### config.mk
export PLATFORM = sky130hd
export DESIGN_NAME = rtc_bus_cycle
export DESIGN_NICKNAME = d
export VERILOG_FILES = /design/src/rtl/rtc_bus_cycle.sv
export SDC_FILE = /design/constraint.sdc
export NUM_CORES = 1
export LEC_CHECK = 0
export ABC_AREA = 0
export BUFFER_PORTS_ARGS = -buffer_cell sky130_fd_sc_hd__buf_2
export CORE_ASPECT_RATIO = 1.5
export CORE_UTILIZATION = 48
export DETAILED_ROUTE_END_ITERATION = 7
export PLACE_DENSITY = 0.75
export SYNTH_ARGS = -nofsm -noshare
export SYNTH_HDL_FRONTEND = slang
export SYNTH_SLANG_ARGS = --single-unit
### constraint.sdc
create_clock -name clk -period 2.2 [get_ports clk]
set_input_delay 0.22 -clock clk [delete_from_list [all_inputs] [get_ports clk]]
set_output_delay 0.22 -clock clk [all_outputs]
set_load 0.01 [all_outputs]
### src/rtl/rtc_bus_cycle.sv
// rtc_bus_cycle: one multiplexed-AD bus cycle to an RTC chip
// (address strobe, hold, gap, data strobe, hold, done pulse).
// Ports:
//   clk, rst        clock (rising) / async active-high reset
//   start           request a cycle; sampled only while idle
//   wr_rd           1 = write, 0 = read
//   addr, wdata     register address / write data
//   ad_in           AD pad value, captured on reads
//   ad_out, ad_oe   AD value to drive / drive enable
//   cs_n            chip select, active-low
//   ad_sel          0 = address phase, 1 = data phase
//   wr_n, rd_n      write / read strobes, active-low
//   rdata           data captured by the last read
//   busy, done      transaction in flight / end pulse
module rtc_bus_cycle #(
    parameter int unsigned T_STROBE = 4,
    parameter int unsigned T_HOLD   = 2,
    parameter int unsigned T_GAP    = 2
) (
    input  logic       clk,
    input  logic       rst,
    input  logic       start,
    input  logic       wr_rd,
    input  logic [7:0] addr,
    input  logic [7:0] wdata,
    input  logic [7:0] ad_in,
    output logic [7:0] ad_out,
    output logic       ad_oe,
    output logic       cs_n,
    output logic       ad_sel,
    output logic       wr_n,
    output logic       rd_n,
    output logic [7:0] rdata,
    output logic       busy,
    output logic       done
);

    typedef enum logic [2:0] {
        IDLE,
        A_STB,
        A_HLD,
        GAP,
        D_STB,
        D_HLD,
        FIN
    } state_t;

    typedef struct packed {
        logic       cs_n;
        logic       wr_n;
        logic       rd_n;
        logic       ad_sel;
        logic       ad_oe;
        logic [7:0] ad_out;
        logic       busy;
        logic       done;
    } bus_t;

    localparam logic [7:0] LD_STB = 8'(T_STROBE - 1);
    localparam logic [7:0] LD_HLD = 8'(T_HOLD - 1);
    localparam logic [7:0] LD_GAP = 8'(T_GAP - 1);

    localparam bus_t BUS_IDLE = '{
        cs_n:   1'b1,
        wr_n:   1'b1,
        rd_n:   1'b1,
        ad_sel: 1'b0,
        ad_oe:  1'b0,
        ad_out: 8'h00,
        busy:   1'b0,
        done:   1'b0
    };

    state_t     state;
    state_t     state_nx;
    logic [7:0] cnt;
    logic [7:0] cnt_nx;
    logic       wr_q;
    logic       wr_nx;
    logic [7:0] addr_q;
    logic [7:0] addr_nx;
    logic [7:0] data_q;
    logic [7:0] data_nx;
    logic       last;
    logic       cap;
    bus_t       bus;

    // Bus pin values for a given state. Outputs are registered from
    // the next state, so pins change on the same edge as the state.
    function automatic bus_t drive(
        input state_t     s,
        input logic       wr,
        input logic [7:0] a,
        input logic [7:0] d
    );
        bus_t b;
        b      = BUS_IDLE;
        b.busy = 1'b1;
        unique case (s)
            IDLE: begin
                b.busy = 1'b0;
            end
            A_STB: begin
                b.cs_n   = 1'b0;
                b.wr_n   = 1'b0;
                b.ad_oe  = 1'b1;
                b.ad_out = a;
            end
            A_HLD: begin
                b.ad_oe  = 1'b1;
                b.ad_out = a;
            end
            GAP: begin
                b.ad_oe  = 1'b0;
            end
            D_STB: begin
                b.cs_n   = 1'b0;
                b.ad_sel = 1'b1;
                if (wr) begin
                    b.wr_n   = 1'b0;
                    b.ad_oe  = 1'b1;
                    b.ad_out = d;
                end else begin
                    b.rd_n   = 1'b0;
                end
            end
            D_HLD: begin
                b.ad_sel = 1'b1;
                if (wr) begin
                    b.ad_oe  = 1'b1;
                    b.ad_out = d;
                end
            end
            FIN: begin
                b.done = 1'b1;
            end
            default: begin
                b.busy = 1'b0;
            end
        endcase
        return b;
    endfunction

    assign last = (cnt == 8'd0);

    // Next-state logic. Every timed state is left on the edge where
    // the shared down-counter reads zero; the counter is reloaded
    // with (length-1) for the state being entered.
    always_comb begin
        state_nx = state;
        cnt_nx   = cnt;
        wr_nx    = wr_q;
        addr_nx  = addr_q;
        data_nx  = data_q;
        cap      = 1'b0;
        unique case (state)
            IDLE: begin
                if (start) begin
                    state_nx = A_STB;
                    cnt_nx   = LD_STB;
                    wr_nx    = wr_rd;
                    addr_nx  = addr;
                    data_nx  = wdata;
                end
            end
            A_STB: begin
                if (last) begin
                    state_nx = A_HLD;
                    cnt_nx   = LD_HLD;
                end else begin
                    cnt_nx   = cnt - 8'd1;
                end
            end
            A_HLD: begin
                if (last) begin
                    state_nx = GAP;
                    cnt_nx   = LD_GAP;
                end else begin
                    cnt_nx   = cnt - 8'd1;
                end
            end
            GAP: begin
                if (last) begin
                    state_nx = D_STB;
                    cnt_nx   = LD_STB;
                end else begin
                    cnt_nx   = cnt - 8'd1;
                end
            end
            D_STB: begin
                if (last) begin
                    state_nx = D_HLD;
                    cnt_nx   = LD_HLD;
                    cap      = ~wr_q;
                end else begin
                    cnt_nx   = cnt - 8'd1;
                end
            end
            D_HLD: begin
                if (last) begin
                    state_nx = FIN;
                    cnt_nx   = 8'd0;
                end else begin
                    cnt_nx   = cnt - 8'd1;
                end
            end
            FIN: begin
                state_nx = IDLE;
                cnt_nx   = 8'd0;
            end
            default: begin
                state_nx = IDLE;
                cnt_nx   = 8'd0;
            end
        endcase
    end

    always_ff @(posedge clk or posedge rst) begin
        if (rst) begin
            state  <= IDLE;
            cnt    <= 8'd0;
            wr_q   <= 1'b0;
            addr_q <= 8'h00;
            data_q <= 8'h00;
            rdata  <= 8'h00;
            bus    <= BUS_IDLE;
        end else begin
            state  <= state_nx;
            cnt    <= cnt_nx;
            wr_q   <= wr_nx;
            addr_q <= addr_nx;
            data_q <= data_nx;
            if (cap) begin
                rdata <= ad_in;
            end
            bus    <= drive(state_nx, wr_nx, addr_nx, data_nx);
        end
    end

    assign cs_n   = bus.cs_n;
    assign wr_n   = bus.wr_n;
    assign rd_n   = bus.rd_n;
    assign ad_sel = bus.ad_sel;
    assign ad_oe  = bus.ad_oe;
    assign ad_out = bus.ad_out;
    assign busy   = bus.busy;
    assign done   = bus.done;

endmodule

==> results of run 1 <==
==> cell usage in the layout (no fill, tap or decap), types with 2 or more instances in the layout <==
cell type,Yosys,routed
a21oi_1,2,2
a31oi_1,3,3
and3_1,2,2
buf_2,3,50
buf_4,0,12
clkbuf_8,0,5
dfrtp_1,48,48
dfstp_2,3,3
inv_1,14,13
mux2_2,10,10
mux2_4,8,8
mux2i_1,8,8
nand2_1,14,14
nand2b_1,2,2
nand3_1,4,4
nor2_1,13,13
nor3_1,5,5
o21ai_0,4,4
o22ai_1,8,8
or4_1,2,2
xnor2_1,3,3
xor2_1,4,4
==> flip-flops by register name, summed over array words and instances (netlist names), 3 cells and up <==
| signal | count |
|---|---|
| ad_out | 8 |
| addr_q | 8 |
| cnt | 8 |
| data_q | 8 |
| state | 3 |
| rdata | 8 |
==> repair_timing <==
item                      4_1_cts  5_1_grt
gates resized for setup         0        0
hold endpoints to repair       15        0
hold buffers                    1        0
==> layer usage <==
| layer | share of wire | GRT usage | routed length, microns | up-vias |
|---|---|---|---|---|
| met1 | 0.43 | 0.2355 | 1895 | 801 |
| met5 | 0 | 0 | 0 | - |
| met4 | 0.015 | 0.07317 | 64 | 0 |
| met2 | 0.51 | 0.3510 | 2230 | 43 |
| met3 | 0.044 | 0.03963 | 192 | 5 |
| li1 | - | - | - | 767 |
==> power by group through the flow <==
stage	combinational [mW]	sequential [mW]	clock [mW]
CTS	1.65	1.53	0.543
floorplan	1.07	1.56	0
finish	1.64	1.53	0.525
global route	1.81	1.57	0.573
global placement	1.60	1.53	0
detailed placement	1.64	1.54	0
==> final cells by class <==
class	count	area [sq um]	share of cell area
well taps	46	57.56	0.02139
clock inverters	2	13.76	0.005114
inverters	14	52.55	0.01953
clock buffers	6	72.57	0.02696
flip-flops and latches	51	1280	0.4756
repair buffers	64	370.4	0.1376
multi-input cells	112	844.6	0.3138
==> worst max-delay path by stage <==
| stage | cells after the start | slack (ps) | end | start |
|---|---|---|---|---|
| global placement | 7 | 200 | rdata[5] | cnt[0] |
| detailed placement | 7 | 160 | rdata[5] | cnt[0] |
| CTS | 7 | 120 | rdata[5] | cnt[0] |
| finish | 7 | 130 | rdata[0] | cnt[0] |
| floorplan | 7 | 140 | rdata[0] | cnt[0] |
| global route | 7 | 6 | rdata[5] | cnt[0] |
==> logic make-up after synthesis <==
kind of cell	share of synthesized area
DFF	0.5776
xor gates and xnor gates	0.02767
adders and majority gates	0.005646
muxes	0.1412
AOI/OAI and AO/OA	0.07511
and+or+nand+nor	0.1287
buffers and inverters	0.04404
==> metrics by stage <==
stage	setup slack, ps	instances	instance area, sq um
finish	127.8	295	2691
global route	5.695	295	2691
CTS	118.6	295	2691
detailed placement	157.5	286	2595
global placement	203.1	286	2595
floorplan	141.5	186	2216
==> qor.yml, run 1 <==
gp_routability_congestion: 0.7973
power_frac_seq: 0.414
grt_util_all_layers: 0.1990
clk_pin_slew_ps: 90
start_util: 0.5132
cp_slowest_cell: "or4_1"
wl_per_cell_microns: 14.85
maxCapViolCount: 0
cts_made_buffers: 5
syn-num-nets: 215
drt_wl_total_microns: 4382
ir_drop_v: 0.0006746
yosysTopAreaCellShare: 0.5421
synthFlopType: "dfrtp_1"
endpoint_kind: "flop"
grt_pass1_wl_microns: 7403
synthToLayoutAreaGrowth_pct: 21.46
holdWs_ps: 138.3
hold_viol_final: 0
crit_family: "simple AND/OR/NAND/NOR gates"
power_switching_mw: 1.357
worst_pin_slew_ps: 445.9
synthTopCellsByCount: "48 x dfrtp_1, 14 x inv_1, 14 x nand2_1, 13 x nor2_1, 10 x mux2_2"
post-route-drc-count: 4
grt_max_degree: 21
h-tree-depth: 2
reg2reg_depth: 7
fin_crit_ps: 2072
drive_gt1_frac: 0.3855
grt_pass1_vias: 1639
p_leak_nw: 1.323
worst-path-buf-inv: 2
powerDensity_mw_per_mm2: 1371
worstPathArrival_ps: 2270
ys_types: 41
slew_headroom: 0.7027
avgViaCountPerCell: 5.478
cts_tree: "yes"
rsz0062_at_grt: "no"
dieArea_sq_mm: 0.004898
fmax_mhz: 482.6
async_flop_share: 1.000
cts_buffer_depth: 2
drt_iter0_drc: 53
pwr-share-comb: 0.444
r2r_slack_ps: 130
yosysMostFrequentCell: "dfrtp_1"
grt-ovfl-total: 0
power_mw: 3.690
critPathLaunchType: "flop"
final_util: 0.6233
fp.dieW_microns: 57.48
yosys_warnings: 0
drv_slew: 0
clock_sinks: 51
r2r_start: "cnt[0]"
p_sw_frac: 0.3677
required_ps: 2400
fillers: 380
cts_root_buf: "clkbuf_8"
dr.pass1.iters: 6
antenna_found_initial: 0
synth_cells: 186
dp_hpwl_microns: 3126
netlist_area_sq_mm: 0.002216
setup-violations-final: 0
min_period_over_period: 0.9419
hold_end: "rdata[2]"
clock_latency_ps: 310
fp-row-count: 29
worstPathMaxFanout: 8
status: "complete, but fails checks"
timing.rr.end: "rdata[0]"
min-delay-path-class: "in -> reg"
synth_edf_count: 0
diodes: 0
violations: "design-rule violations"
ys_seq_elements: 51
final_net_count: 277
die-height_microns: 85.22
min_from: "ad_in[2]"
critical_path_class: "reg -> reg"
ys_seq_area_frac: 0.5776
cts_setup_buffers: 0
port_buffers: 50
avgSynthCellArea_sq_um: 11.91
top_level_ports: 51
tns_ps: 0
synthTopCellsByArea: "dfrtp_1 54%, mux2_4 5.4%, mux2_2 5.1%"
fin_skew_ps: 10.18
yosys.area.top_type: "dfrtp_1"
worst_path_largest_cell_delay_ps: 470
worstPathCellList: "inv_1 -> ha_1 -> nor3b_2 -> nand2_2 -> or4_1 -> buf_4 -> mux2_4"
core_sq_mm: 0.004318
p_int_mw: 2.333
holdPathStages: 2
postRouteAntennaNets: 0
clockPowerShare: 0.142
vias: 1616
(Power assumes the default switching activity.)
==> run 2, diff against run 1 <==
--- a/config.mk
+++ b/config.mk
@@ -8,7 +8,7 @@
 export ABC_AREA = 0
 export BUFFER_PORTS_ARGS = -buffer_cell sky130_fd_sc_hd__buf_2
 export CORE_ASPECT_RATIO = 1.5
-export CORE_UTILIZATION = 48
+export CORE_UTILIZATION = 50
 export DETAILED_ROUTE_END_ITERATION = 7
 export PLACE_DENSITY = 0.75
 export SYNTH_ARGS = -nofsm -noshare
==> constraint.sdc (replaced) <==
create_clock -name clk -period 2.3 [get_ports clk]
set_input_delay 0.23 -clock clk [delete_from_list [all_inputs] [get_ports clk]]
set_output_delay 0.23 -clock clk [all_outputs]
set_load 0.01 [all_outputs]
==> qor.yml, run 2 (synthesis gave the netlist of run 1 again) <==
design_area_sq_mm: 0.002709  # was 0.002691 sq mm
cts_buffer_depth: 2  # unchanged
powerDensity_mw_per_mm2: 1345  # was 1371 mW/mm^2
clock_sinks: 51  # unchanged
dieArea_sq_mm: 0.004708  # was 0.004898 sq mm
final_common_cell: "buf_2"  # unchanged
grt_util_all_layers: 0.2079  # was 0.1990
start_util: 0.5220  # was 0.5132
critPathLaunchType: "flop"  # unchanged
gp_routability_congestion: 0.8002  # was 0.7973
h-tree-depth: 2  # unchanged
crit_start: "state[2]"  # was cnt[0]
grt-busiest-layer: "met2"  # unchanged
fp.dieW_microns: 56.36  # was 57.48 microns
grt_max_degree: 24  # was 21
use_met2: 0.3333  # was 0.3510
power_switching_mw: 1.313  # was 1.357 mW
p_int_mw: 2.329  # was 2.333 mW
fp-row-count: 29  # unchanged
vias: 1599  # was 1,616
endpoint_kind: "flop"  # unchanged
power_frac_seq: 0.401  # was 0.414
dpl_cell_area_sq_mm: 0.002580  # was 0.002595 sq mm
setup-violations-final: 0  # unchanged
fin_crit_ps: 2058  # was 2072 ps
p_sw_frac: 0.3606  # was 0.3677
setup_slack_ps: 242.4  # was 127.8 ps
drt_wl_total_microns: 4321  # was 4382 microns
p_leak_nw: 1.326  # was 1.323 nW
drv_slew: 0  # unchanged
required_ps: 2490  # was 2400 ps
clk_pin_slew_ps: 90  # about the same
maxCapViolCount: 0  # unchanged
tns_ps: 0  # unchanged
clock_latency_ps: 310  # about the same
avgViaCountPerCell: 5.457  # was 5.478
dp_hpwl_microns: 3131  # was 3126 microns
wl_per_cell_microns: 14.75  # was 14.85 microns
ir_drop_v: 0.001023  # was 0.0006746 V
slew_headroom: 0.5416  # was 0.7027
fillers: 361  # was 380
top_level_ports: 51  # unchanged
rsz0062_at_grt: "no"  # unchanged
multi_input_area_sq_um: 848.3  # was 844.6 sq um
final_util: 0.6381  # was 0.6233
critical_path_class: "reg -> reg"  # unchanged
dp_slack_ps: 81.62  # was 157.5 ps
port_buffers: 50  # unchanged
pwr-share-comb: 0.426  # was 0.444
worstPathArrival_ps: 2240  # was 2270 ps
grt_pass1_vias: 1606  # was 1,639
synthToLayoutAreaGrowth_pct: 22.25  # was 21.46%
drive_gt1_frac: 0.3887  # was 0.3855
cts_tree: "yes"  # unchanged
clockPowerShare: 0.173  # was 0.142
status: "finished, final reports clean"  # was complete, but fails checks
final_net_count: 275  # was 277
min_period_over_period: 0.8946  # was 0.9419
fmax_mhz: 486.0  # was 482.6 MHz
met3_usage: 0.04341  # was 0.03963
drt_iter0_drc: 35  # was 53
min-delay-path-class: "in -> reg"  # unchanged
cts_root_buf: "clkbuf_8"  # unchanged
power_mw: 3.643  # was 3.690 mW
layout_common_cells: "50 x buf_2, 48 x dfrtp_1, 14 x nand2_1, 13 x inv_1, 13 x nor2_1"  # unchanged
min_from: "ad_in[5]"  # was ad_in[2]
grt-ovfl-total: 0  # unchanged
seq_area_sq_mm: 0.001280  # unchanged
die-height_microns: 83.54  # was 85.22 microns
postRouteAntennaNets: 0  # unchanged
dr.pass1.iters: 4  # was 6
hold_viol_final: 0  # unchanged
worst_pin_slew_ps: 678.8  # was 445.9 ps
r2r_start: "state[2]"  # was cnt[0]
core_sq_mm: 0.004245  # was 0.004318 sq mm
diodes: 0  # unchanged
grtUsageMet1: 0.2741  # was 0.2355
worstPathMaxFanout: 15  # was 8
antenna_found_initial: 0  # unchanged
grt_pass1_wl_microns: 7603  # was 7403 microns
fin_skew_ps: 11.78  # was 10.18 ps
post-route-drc-count: 0  # was 4
cts_made_buffers: 5  # unchanged
## run 2: cell types whose count changed in the layout (fill, tap and decap cells not counted), sizes merged
cell / delta
buf: -2
bufinv: +1
clkbuf: -1
clkinv: -2
clkinvlp: +1
inv: +1
## run 2: metrics by stage
| step | std cells | hold slack [ps] |
|---|---|---|
| after detailed placement | 284 | 191.5 |
| after global routing | 293 | 136.0 |
| after floorplan | 186 | 371.4 |
| after CTS | 293 | 132.6 |
| final | 293 | 140.9 |
| after global placement | 284 | 189.5 |
## run 2: power by group through the flow
stage          logic, mW  clock network (mW)  registers (mW)
2_1_floorplan       1.02                   0            1.49
3_3_place_gp        1.52                   0            1.46
3_5_place_dp        1.56                   0            1.47
4_1_cts             1.56               0.645            1.46
5_1_grt             1.72               0.675            1.50
6_report            1.55               0.630            1.46
## run 2: cell type report
type | count | share of cell area
sequential | 51 | 0.4725
multi-input combinational | 112 | 0.3132
timing repair buffer | 62 | 0.1312
clock buffer | 5 | 0.02540
tap | 46 | 0.02125
inverter | 14 | 0.01940
clock inverter | 3 | 0.01709
## run 2: layer usage
metal / vias up / routed length (microns)
li1: 766 / -
met1: 779 / 1867
met2: 45 / 2188
met3: 9 / 174
met4: 0 / 90
met5: - / 0
## run 2: what timing repair did
| item | 4_1_cts | 5_1_grt |
|---|---|---|
| hold buffers | 1 | 0 |
| resized for setup | 0 | 1 |
| endpoints found under the hold margin | 13 | 0 |
| setup buffers | 0 | 0 |
| endpoints found under the setup margin | 0 | 8 |
## run 2: path summary, 6_finish.rpt
check	end	slack (ps)	cells after the start
hold / removal	rdata[5]	140	2
setup reg to reg	ad_out[2]	240	6
min in group asynchronous	ad_out[1]	400	3
setup / recovery	ad_out[2]	240	6
hold reg to reg	addr_q[5]	490	2
max in group asynchronous	cs_n	1240	4
## run 2: worst max-delay path, cell delays in order, from the launching register on
cell     delay [ps]
dfrtp_1         560
nor4b_2         490
buf_12          210
buf_4           170
mux2_2          350
nand2_1          80
o22ai_1          80
